===== config.mk =====
export PLATFORM = sky130hd
export DESIGN_NAME = right_flipper_ctrl
export DESIGN_NICKNAME = d
export VERILOG_FILES = /design/src/rtl/right_flipper_ctrl.sv
export SDC_FILE = /design/constraint.sdc
export NUM_CORES = 1
export LEC_CHECK = 0
export BUFFER_PORTS_ARGS = -buffer_cell sky130_fd_sc_hd__buf_2
export CAP_MARGIN = 20
export CORE_ASPECT_RATIO = 0.9
export CORE_MARGIN = 1
export CORE_UTILIZATION = 40
export CTS_BUF_LIST = sky130_fd_sc_hd__clkbuf_2 sky130_fd_sc_hd__clkbuf_4 sky130_fd_sc_hd__clkbuf_8
export DETAILED_ROUTE_END_ITERATION = 7
export GPL_ROUTABILITY_DRIVEN = 0
export GPL_TIMING_DRIVEN = 0
export SLEW_MARGIN = 20
export SYNTH_ARGS = -nofsm -noshare
export SYNTH_HDL_FRONTEND = slang
export SYNTH_SLANG_ARGS = --single-unit

===== constraint.sdc =====
create_clock -name clk -period 3.4 [get_ports clk]
set_input_delay 0.34 -clock clk [delete_from_list [all_inputs] [get_ports clk]]
set_output_delay 0.34 -clock clk [all_outputs]
set_load 0.05 [all_outputs]

===== src/rtl/right_flipper_ctrl.sv =====
// -----------------------------------------------------------------------------
// right_flipper_ctrl
//
// Sequences the right flipper swing. The button level, sampled once per video
// frame, drives a four-state FSM (REST / RISING / HOLD / FALLING) that walks an
// 8-entry angle table. The table index is converted into the moving-edge
// coordinates (X1, Y1) used by the flipper draw block. Ball physics receives a
// "flipper up" flag and a one-clock kick pulse when the flipper reaches the top.
//
// Parameters:
//   XC, YC       pivot coordinates (must match the draw block's fixed edge)
//   STEP_FRAMES  frames per angle step, 1..15
//
// Ports:
//   clk            system clock
//   resetN         asynchronous active-low reset
//   startOfFrame   one-clock pulse per frame; the only event that advances the FSM
//   buttonPress    flipper key level, sampled only on startOfFrame
//   X1, Y1         signed tip coordinates: X1 = XC - DX[idx], Y1 = YC + DY[idx]
//   angleIdx       current angle table index (0 = rest, 7 = fully raised)
//   flipperUp      high while RISING or HOLD
//   flipperMoving  high while RISING or FALLING
//   kickPulse      one-clock pulse on the frame where idx reaches 7 while rising
// -----------------------------------------------------------------------------
module right_flipper_ctrl #(
    parameter int XC          = 455,
    parameter int YC          = 400,
    parameter int STEP_FRAMES = 2
) (
    input  logic               clk,
    input  logic               resetN,
    input  logic               startOfFrame,
    input  logic               buttonPress,
    output logic signed [10:0] X1,
    output logic signed [10:0] Y1,
    output logic        [2:0]  angleIdx,
    output logic               flipperUp,
    output logic               flipperMoving,
    output logic               kickPulse
);

    typedef enum logic [1:0] {
        REST    = 2'd0,
        RISING  = 2'd1,
        HOLD    = 2'd2,
        FALLING = 2'd3
    } state_t;

    localparam logic signed [10:0] XC_S      = 11'(XC);
    localparam logic signed [10:0] YC_S      = 11'(YC);
    localparam logic        [3:0]  LAST_FRAME = 4'(STEP_FRAMES - 1);
    localparam logic        [2:0]  IDX_TOP    = 3'd7;
    localparam logic        [2:0]  IDX_BOTTOM = 3'd0;

    state_t              r_state;
    logic        [2:0]   r_idx;
    logic        [3:0]   r_frame_cnt;
    logic signed [10:0]  r_x1;
    logic signed [10:0]  r_y1;
    logic                r_kick;
    // Clears on reset, sets on the first clock afterwards: a frame pulse that
    // coincides with reset release is not acted on.
    logic                r_armed;

    state_t              w_state_next;
    logic        [2:0]   w_idx_next;
    logic        [3:0]   w_frame_cnt_next;
    logic                w_kick_next;
    logic                w_frame_evt;
    logic        [2:0]   w_idx_up;
    logic        [2:0]   w_idx_down;
    logic signed [10:0]  w_dx;
    logic signed [10:0]  w_dy;

    assign w_frame_evt = startOfFrame & r_armed;

    // Saturating neighbours of the current index.
    assign w_idx_up   = (r_idx == IDX_TOP)    ? IDX_TOP    : r_idx + 3'd1;
    assign w_idx_down = (r_idx == IDX_BOTTOM) ? IDX_BOTTOM : r_idx - 3'd1;

    // Next-state logic; only consumed on a frame event.
    always_comb begin
        w_state_next     = r_state;
        w_idx_next       = r_idx;
        w_frame_cnt_next = r_frame_cnt;
        w_kick_next      = 1'b0;
        unique case (r_state)
            REST: begin
                if (buttonPress) begin
                    w_state_next     = RISING;
                    w_frame_cnt_next = 4'd0;
                end
            end
            RISING: begin
                if (!buttonPress) begin
                    // Reversal keeps the angle; the frame count restarts.
                    w_state_next     = FALLING;
                    w_frame_cnt_next = 4'd0;
                end else if (r_frame_cnt == LAST_FRAME) begin
                    w_idx_next       = w_idx_up;
                    w_frame_cnt_next = 4'd0;
                    if (w_idx_up == IDX_TOP) begin
                        w_state_next = HOLD;
                        w_kick_next  = 1'b1;
                    end
                end else begin
                    w_frame_cnt_next = r_frame_cnt + 4'd1;
                end
            end
            HOLD: begin
                if (!buttonPress) begin
                    w_state_next     = FALLING;
                    w_frame_cnt_next = 4'd0;
                end
            end
            FALLING: begin
                if (buttonPress) begin
                    w_state_next     = RISING;
                    w_frame_cnt_next = 4'd0;
                end else if (r_frame_cnt == LAST_FRAME) begin
                    w_idx_next       = w_idx_down;
                    w_frame_cnt_next = 4'd0;
                    if (w_idx_down == IDX_BOTTOM) begin
                        w_state_next = REST;
                    end
                end else begin
                    w_frame_cnt_next = r_frame_cnt + 4'd1;
                end
            end
            default: begin
                w_state_next     = REST;
                w_idx_next       = IDX_BOTTOM;
                w_frame_cnt_next = 4'd0;
            end
        endcase
    end

    // Angle table lookup for the index about to be loaded, so the coordinate
    // registers update on the same edge as the index.
    always_comb begin
        w_dx = 11'sd52;
        w_dy = 11'sd30;
        unique case (w_idx_next)
            3'd0: begin w_dx = 11'sd52; w_dy =  11'sd30; end
            3'd1: begin w_dx = 11'sd56; w_dy =  11'sd22; end
            3'd2: begin w_dx = 11'sd58; w_dy =  11'sd13; end
            3'd3: begin w_dx = 11'sd60; w_dy =  11'sd4;  end
            3'd4: begin w_dx = 11'sd60; w_dy = -11'sd4;  end
            3'd5: begin w_dx = 11'sd58; w_dy = -11'sd13; end
            3'd6: begin w_dx = 11'sd56; w_dy = -11'sd22; end
            3'd7: begin w_dx = 11'sd52; w_dy = -11'sd30; end
            default: begin w_dx = 11'sd52; w_dy = 11'sd30; end
        endcase
    end

    always_ff @(posedge clk or negedge resetN) begin
        if (!resetN) begin
            r_state     <= REST;
            r_idx       <= IDX_BOTTOM;
            r_frame_cnt <= 4'd0;
            r_x1        <= XC_S - 11'sd52;
            r_y1        <= YC_S + 11'sd30;
            r_kick      <= 1'b0;
            r_armed     <= 1'b0;
        end else begin
            r_armed <= 1'b1;
            // The kick is a single-clock pulse: it drops on every non-setting edge.
            r_kick  <= w_frame_evt & w_kick_next;
            if (w_frame_evt) begin
                r_state     <= w_state_next;
                r_idx       <= w_idx_next;
                r_frame_cnt <= w_frame_cnt_next;
                r_x1        <= XC_S - w_dx;
                r_y1        <= YC_S + w_dy;
            end
        end
    end

    assign X1            = r_x1;
    assign Y1            = r_y1;
    assign angleIdx      = r_idx;
    assign kickPulse     = r_kick;
    assign flipperUp     = (r_state == RISING) || (r_state == HOLD);
    assign flipperMoving = (r_state == RISING) || (r_state == FALLING);

endmodule


Word level (Yosys, flattened, before mapping)
Memory sizes are Yosys's and may differ from the RTL's.
Index checks and enable logic that the tools add are counted.
Storage, ports and cells
  memories: 1
  memory bits (read-only): 112
  logic and storage cells: 60
  input port bits: 4
  output and inout port bits: 28
  bits in registers: 33
Memories
  (no name shown): words 8, width 14, rd ports 1, clocked after memory_dff 0, wr ports 0, line 143  | unique case (w_idx_next)
Cells by class
  mux-type cells: 26
  bitwise gates (word level): 2
  equality and inequality tests: 12
  reductions and logical operators: 7
  add/subtract/negate cells: 5
Operator list (number)
  $mux 4: 5
  $mux 3: 6
  $mux 2: 8
  $pmux 4 s4: 1
  $ne 3x3->1 const B: 4
  $add 10x11->11 const A: 1
  $sub 10x11->11 const A: 1
  $pmux 2 s4: 1
  $reduce_and 7->1: 1
  $eq 3x3->1 const B: 2
  $logic_not 3->1: 2
  $pmux 3 s2: 1
  $add 4x1->4 const B: 1
  $eq 2x2->1 const B: 2
  $eq 4x1->1 const B: 1
  $mux 1: 4
  $ne 2x2->1 const B: 2
  $add 3x1->3 const B: 1
  $reduce_and 3->1: 1
  $sub 3x1->3 const B: 1
  $and 1x1->1: 2
  $eq 2x1->1 const B: 1
  $logic_not 2->1: 1
  $logic_or 1x1->1: 2

Longest topological paths before layout
Gate-level depths: netlist of run 1.
  word-level depth: 8
  gate-level depth with buffers: 12
  depth with buffers taken out: 11

Worst setup path after synthesis of run 1
No wires, ideal clock.
  path type: register to register
  start point: register r_idx[1], in the netlist angleIdx[1]
  end point: register r_y1[1], in the netlist Y1[1]
  path buffers: 0
  data arrival time: 2.578 ns
  stages on the path, launching flop included: 12
  path slack: 0.731 ns
  period minus slack after synthesis: 2.669 ns
  library setup time: 0.091 ns
  data required time: 3.309 ns
  cell sequence: dfrtp_1 -> inv_1 -> ha_1 -> ha_1 -> nand3b_1 -> a32oi_1 -> inv_1 -> ha_1 -> inv_1 -> nand2_1 -> o311a_1 -> o31ai_1
On the way
  longest elaborated chain between the ends: 7
  elaborated cells between the ends (all ways): 13
  those cells by class: add/sub (3); eq/ne (1); mux (7); reduce/logical (1); memory (1)
RTL lines
  from (decl): line 56  | logic [2:0] r_idx;
  from (signal assigned): line 171  | r_idx <= w_idx_next;
  $eq 3x3->1 or $logic_not 3->1 (tied branches): line 78, 79
  $mux 3, on equally long branches: line 78, 79
  $mux 3, on equally long branches: line 99, 120
  $mux 3, on equally long branches: line 95, 117
  $pmux 3 s2 *: line 87  | unique case (r_state)
  net w_idx_next[0]: line 66  | logic [2:0] w_idx_next;
  $mem_v2 8x14 *
  $add 10x11->11 *: line 174  | r_y1 <= YC_S + w_dy;
  to (signal assigned): line 162  | r_y1 <= YC_S + 11'sd30;
  to (signal assigned): line 174
  to (decl): line 59  | logic signed [10:0] r_y1;
Mark *: on every way through the listed nets, which the timed path passes. The rest lies on a longest branch.
A chain may end at the register's enable or synchronous reset.

Worst setup path after layout of run 1
  start point: register r_state[1]
  end point: register r_y1[1], in the netlist Y1[1]
On the way
  longest elaborated chain between the ends: 4
  elaborated cells between the ends (all ways): 5
  those cells by class: add/sub (1); eq/ne (2); mux (1); memory (1)
RTL lines
  from (decl): line 55  | state_t r_state;
  from (signal assigned): line 170  | r_state <= w_state_next;
  $eq 2x2->1 or $eq 2x1->1 (tied branches): line 87
  $pmux 3 s2 *: line 87
  net w_idx_next[1]: line 66
  $mem_v2 8x14 *
  $add 10x11->11 *: line 174
Marks and branches as above.

==> impl_metrics.py, run 1 <==
metrics = {
    "placement": {
        "port_buffers": 21,
        "dp_cells": 250,
        "dp_hpwl_mm": 2.50,
    },
    "run": {
        "drv_cap": 0,
    },
    "worst_setup_path": {
        "critPathMaxFanout": 9,
        "critical-path-max-stage-delay_ns": 0.53,
        "startpoint": "r_state[1]",
        "path_class": "reg2reg",
        "worst_path_most_repeated_cell": "inv_1",
        "setup.worst_path.start_class": "flip-flop",
        "path_cells": "inv_1, ha_1, clkbuf_1, nand2_1, or4_1, o211ai_2, inv_1, ha_1, inv_1, nand2_1, o311a_1, o31ai_1",
        "slowest_stage": "or4_1",
        "arrival_ns": 3.01,
        "cp.required_ns": 3.59,
        "cp.buffers_inverters": 4,
        "r2r_start": "r_state[1]",
        "crit_family": "simple AND/OR/NAND/NOR gates",
        "end_kind": "flip-flop",
    },
    "clock_network": {
        "clock_sinks": 22,
        "cts_setup_buffers": 0,
        "root_buffer": "clkbuf_8",
        "cts_resized": 0,
        "clock_path_buffers": 2,
        "htreeDepth": 1,
        "cts_buffers": 3,
        "cts_tree": "yes",
        "hold_buffers": 0,
        "clock_latency_ns": 0.27,
        "clk_pin_slew_ns": 0.08,
    },
    "grt": {
        "gr-total-overflow": 0,
        "antenna_found_initial": 0,
        "grt_pass1_wl_mm": 6.07,
        "grt_pass1_vias": 1303,
        "grt_usage": 0.185,
        "grt_max_degree": 23,
    },
    "route": {
        "route.detailed.drc": 0,
        "drt-total-wl_mm": 3.37,
        "routedWlPerCell_um": 13.3,
        "drt_iter0_drc": 74,
        "viasPerCell": 5.19,
        "ant_nets": 0,
        "via_count": 1319,
        "first_pass_iters": 4,
    },
    "yosys": {
        "synth-edff-count": 0,
        "ys_ff_latch": 22,
        "synthTopCellsByCount": "nand2_1 (21), ha_1 (19), dfrtp_1 (15)",
        "synth-main-ff-cell": "dfrtp_1",
        "synth_cells": 174,
        "synth_cell_types": 45,
        "yosysTopAreaCellShare": 0.233,
        "synth_area_um2": 1610,
        "synth_most_common_cell": "nand2_1",
        "synth_area_leaders": "dfrtp_1 (23%), ha_1 (15%), dfstp_2 (11%)",
        "synthArstFlopShare": 1.00,
        "synth_top_area_cell": "dfrtp_1",
        "yosysWarnings": 0,
        "ys_seq_area_frac": 0.348,
        "synth.avg_cell_area_um2": 9.25,
    },
    "floorplanning": {
        "start_util": 0.425,
        "dieArea_um2": 4280,
        "core_um2": 3780,
        "die_y_um": 62.2,
        "die_x_um": 68.9,
        "rows": 21,
        "io_pins": 32,
    },
    "power": {
        "p_per_area_nw_per_um2": 734,
        "total_power_mw": 1.38,
        "vdd_drop_max_mv": 0.302,
        "p_leak_nw": 0.916,
    },
    "layout": {
        "final_util": 0.498,
        "n_antenna_cell": 0,
        "area_growth_pct": 17.1,
        "final_cells": 254,
        "drive_gt1_frac": 0.269,
        "fin_nets": 232,
    },
    "timing": {
        "drv_slew": 0,
        "hold_viol": 0,
        "fmax_mhz": 354,
        "rsz0062_at_grt": "false",
        "period_share": 0.831,
        "min_period_ns": 2.83,
        "whs_ns": 0.0265,
        "setup_tns_ns": 0,
        "setup_viol_count_final": 0,
        "finClkSkew_ns": 0.00317,
    },
    "min_path": {
        "hp-class": "in2async",
    },
    "outcome": {
        "outcome": "finished, final reports clean",
    },
}
layout by cell type (no fill, tap or decap), types with 3 or more instances in the layout:
| cell type | synthesis | layout |
|---|---|---|
| clkbuf_1 | 4 | 4 |
| nand3b_1 | 3 | 3 |
| o211ai_1 | 3 | 3 |
| buf_4 | 11 | 11 |
| ha_1 | 19 | 19 |
| conb_1 | 2 | 11 |
| dfstp_2 | 7 | 7 |
| nor2_1 | 8 | 8 |
| buf_2 | 5 | 26 |
| dfrtp_1 | 15 | 15 |
| o21ai_0 | 6 | 6 |
| nor2b_1 | 4 | 4 |
| nand3_1 | 3 | 3 |
| a31oi_1 | 3 | 3 |
| mux2i_1 | 3 | 3 |
| o31ai_1 | 5 | 5 |
| nand2_1 | 21 | 21 |
| and2_1 | 3 | 3 |
| mux2_2 | 3 | 3 |
| inv_1 | 11 | 11 |
| a21oi_1 | 4 | 4 |
| clkbuf_8 | 0 | 3 |
power breakdown:
| part | internal [mW] | switching (mW) |
|---|---|---|
| combinational | 0.225 | 0.534 |
| sequential | 0.325 | 0.0506 |
| clock | 0.157 | 0.0908 |
| total | 0.707 | 0.675 |
stage by stage:
| stage | worst slack, ns | cell area (µm²) |
|---|---|---|
| 2_1_floorplan | 0.731 | 1640 |
| 3_3_place_gp | 0.501 | 1810 |
| 3_5_place_dp | 0.432 | 1810 |
| 4_1_cts | 0.361 | 1880 |
| 5_1_grt | 0.235 | 1880 |
| 6_report | 0.573 | 1880 |
logic make-up (layout without fill, tap and decap cells):
kind of cell | count (synthesis) | in the layout | share of synthesized area
compound gates | 40 | 40 | 0.182
flops | 22 | 22 | 0.348
mux | 7 | 7 | 0.0467
fa+ha+maj | 20 | 20 | 0.154
buf+inv | 31 | 56 | 0.102
other cells | 2 | 11 | 0.00467
simple gates | 52 | 52 | 0.163
per-layer routing:
metal	vias to the layer above	track usage	share of wire	wire length, µm
met5	-	0	0	0
met4	0	0.0587	0.015	51
met3	7	0.0404	0.051	173
met2	41	0.277	0.44	1500
met1	612	0.261	0.49	1650
li1	659	-	-	-
area by class of cell:
| cell class | count | area [µm²] |
|---|---|---|
| timing repair buffer | 21 | 105 |
| multi-input combinational | 130 | 927 |
| inverter | 11 | 41.3 |
| clock inverter | 1 | 30.0 |
| tap | 46 | 57.6 |
| clock buffer | 3 | 41.3 |
| sequential | 22 | 559 |
| buffer | 20 | 123 |
| fill | 375 | 1900 |
final timing paths:
path / end / slack (ns) / cells past startpoint
max: Y1[1] / 0.57 / 12
min: r_frame_cnt[0] / 0.03 / 1
max reg2reg: Y1[1] / 0.57 / 12
min reg2reg: Y1[6] / 0.47 / 2
max in group asynchronous: Y1[1] / 3.02 / 1
min in group clk: X1[1] / 0.42 / 3
registers in the layout (all words and copies together) (netlist names):
signal / count
kickPulse: 1
angleIdx: 3
r_frame_cnt: 4
X1: 4
r_armed: 1
r_state: 2
Y1: 7
(Power assumes the default switching activity.)
==> run 2: changes to the inputs <==
Settings changed: ABC_AREA set to 1.
Clock period 3.4 ns to 2.4 ns, I/O delays scaled along.
==> impl_metrics.py, run 2 <==
metrics = {
    "outcome": {
        "outcome": "finished, final reports clean",
    },
    "clock_network": {
        "clk_pin_slew_ns": 0.08,
        "clock_sinks": 22,
        "clock_path_buffers": 2,
        "clock_latency_ns": 0.26,
        "cts_tree": "yes",
        "cts_buffers": 3,
        "htreeDepth": 1,
        "root_buffer": "clkbuf_8",
    },
    "floorplanning": {
        "io_pins": 32,
        "die_y_um": 62.6,
        "dieArea_um2": 4340,
        "start_util": 0.429,
        "die_x_um": 69.4,
        "rows": 21,
        "core_um2": 3810,
    },
    "yosys": {
        "synth.avg_cell_area_um2": 8.29,
        "synth_top_area_cell": "dfrtp_1",
        "synthArstFlopShare": 1.00,
        "yosysTopAreaCellShare": 0.230,
        "synthTopCellsByCount": "nand2_1 (48), inv_1 (20), ha_1 (19)",
        "synth_most_common_cell": "nand2_1",
        "ys_seq_area_frac": 0.342,
        "synthSimpleGateAreaFrac": 0.309,
        "synth_area_um2": 1630,
        "synth-compound-area-share": 0.0636,
        "synth_cell_types": 36,
        "synth-edff-count": 0,
        "synth_cells": 197,
        "ys_ff_latch": 22,
        "yosysWarnings": 0,
        "synth_top_family_by_area": "simple AND/OR/NAND/NOR gates",
        "synthMuxAreaShare": 0,
        "synth_area_leaders": "dfrtp_1 (23%), ha_1 (15%), dfstp_2 (11%)",
        "synth_xor_area_frac": 0.00536,
        "synth-main-ff-cell": "dfrtp_1",
        "synthAdderAreaFrac": 0.145,
    },
    "power": {
        "p_leak_nw": 1.01,
        "vdd_drop_max_mv": 0.513,
        "p_per_area_nw_per_um2": 1140,
    },
    "route": {
        "drt-total-wl_mm": 2.94,
        "routedWlPerCell_um": 10.6,
        "via_count": 1217,
        "drt_iter0_drc": 59,
        "first_pass_iters": 4,
        "ant_nets": 0,
        "route.detailed.drc": 0,
        "viasPerCell": 4.39,
    },
    "layout": {
        "mostFrequentLayoutCell": "nand2_1",
        "largest_reg_flops": 7,
        "drive_gt1_frac": 0.320,
        "final_cell_mix": "nand2_1 (48), buf_2 (21), inv_1 (20)",
        "area_growth_pct": 15.8,
        "fin_nets": 255,
        "n_antenna_cell": 0,
    },
    "worst_setup_path": {
        "cp.required_ns": 2.55,
        "regToRegSetupSlack_ns": 0.17,
        "setup.worst_path.start_class": "flip-flop",
        "r2r_start": "angleIdx[0]",
        "r2r-end": "Y1[0]",
        "end_kind": "flip-flop",
        "reg2reg_depth": 11,
        "critPathMaxFanout": 7,
        "arrival_ns": 2.38,
        "path_class": "reg2reg",
    },
    "timing": {
        "drv_slew": 0,
        "rsz0062_at_grt": "false",
        "setup_viol_count_final": 0,
        "setup_tns_ns": 0,
        "whs_ns": 0.281,
        "min_period_ns": 2.23,
        "hold_viol": 0,
        "fmax_mhz": 449,
        "period_share": 0.929,
        "finClkSkew_ns": 0.00258,
    },
    "min_path": {
        "min_path_cells": 3,
        "hold_start": "buttonPress",
        "holdPathEnd": "kickPulse",
        "hp-class": "in2reg",
    },
    "placement": {
        "port_buffers": 20,
        "dp_hpwl_mm": 2.26,
    },
    "grt": {
        "grt_max_degree": 23,
        "grt_pass1_wl_mm": 5.24,
        "grt_pass1_vias": 1118,
        "antenna_found_initial": 0,
        "gr-total-overflow": 0,
        "grt_usage": 0.150,
    },
    "run": {
        "drv_cap": 0,
    },
}
-- run 2: cell types whose count changed after synthesis, moves of 5 or more --
cell	change
nand3_1	+10
inv_1	+9
nand2_1	+27
o31ai_1	-5
-- run 2: how the worst max path moves through the flow --
stage | startpoint | end | slack, ns | cells after the start
2_1_floorplan | angleIdx[2] | Y1[0] | 0.09 | 10
3_3_place_gp | angleIdx[0] | Y1[0] | 0.09 | 11
3_5_place_dp | angleIdx[0] | Y1[0] | 0.08 | 11
4_1_cts | angleIdx[0] | Y1[0] | 0.06 | 11
5_1_grt | angleIdx[1] | Y1[0] | 0.04 | 11
6_report | angleIdx[0] | Y1[0] | 0.17 | 11
-- run 2: worst max-delay path: stages (launching register included) --
cell	delay (ns)
dfrtp_2	0.43
inv_1	0.06
ha_1	0.21
ha_1	0.18
or2_2	0.30
nand3b_1	0.21
nand3_2	0.16
inv_1	0.10
ha_1	0.19
nand3b_1	0.15
nand3_1	0.09
nand2_1	0.06
-- run 2: area by class of cell --
| class | count | area (µm²) |
|---|---|---|
| tap | 46 | 57.6 |
| timing repair buffer | 21 | 110 |
| clock buffer | 4 | 48.8 |
| fill | 379 | 1920 |
| inverter | 27 | 105 |
| buffer | 14 | 106 |
| multi-input combinational | 143 | 902 |
| sequential | 22 | 562 |
-- run 2: cells by family after synthesis --
logic type	count (synthesis)
AO/OA/AOI/OAI	18
adder cells (fa/ha/maj)	19
flip-flops	22
XOR/XNOR	1
buffers and inverters	41
other	2
AND/OR/NAND/NOR	94
-- run 2: power breakdown --
part           leakage, nW  switching (mW)  internal, mW  total [mW]
registers            0.265          0.0901         0.500       0.590
logic                0.722           0.948         0.378        1.33
clock network       0.0262           0.115         0.130       0.245
-- run 2: what timing repair did --
item	in CTS	in global routing
hold buffers	1	0
hold endpoints to repair	15	0
setup endpoints to repair	0	3
buffers inserted	0	0
resized for setup	0	1
-- run 2: layer usage --
metal | share of wire | vias to the layer above | global-route usage
met5 | 0 | - | 0
met4 | 0.0058 | 0 | 0.0383
met3 | 0.035 | 2 | 0.0355
met2 | 0.40 | 21 | 0.211
met1 | 0.55 | 525 | 0.227
li1 | - | 669 | -
-- run 2: stage by stage --
stage	utilization	setup slack (ns)	std cells	power, mW	area (µm²)
6_report	0.497	0.171	277	2.16	1890
5_1_grt	0.497	0.0406	277	2.36	1890
4_1_cts	0.495	0.0564	277	2.18	1890
3_5_place_dp	0.480	0.0781	272	1.92	1830
3_3_place_gp	0.480	0.0887	272	1.92	1830
2_1_floorplan	-	0.0868	206	1.68	1670
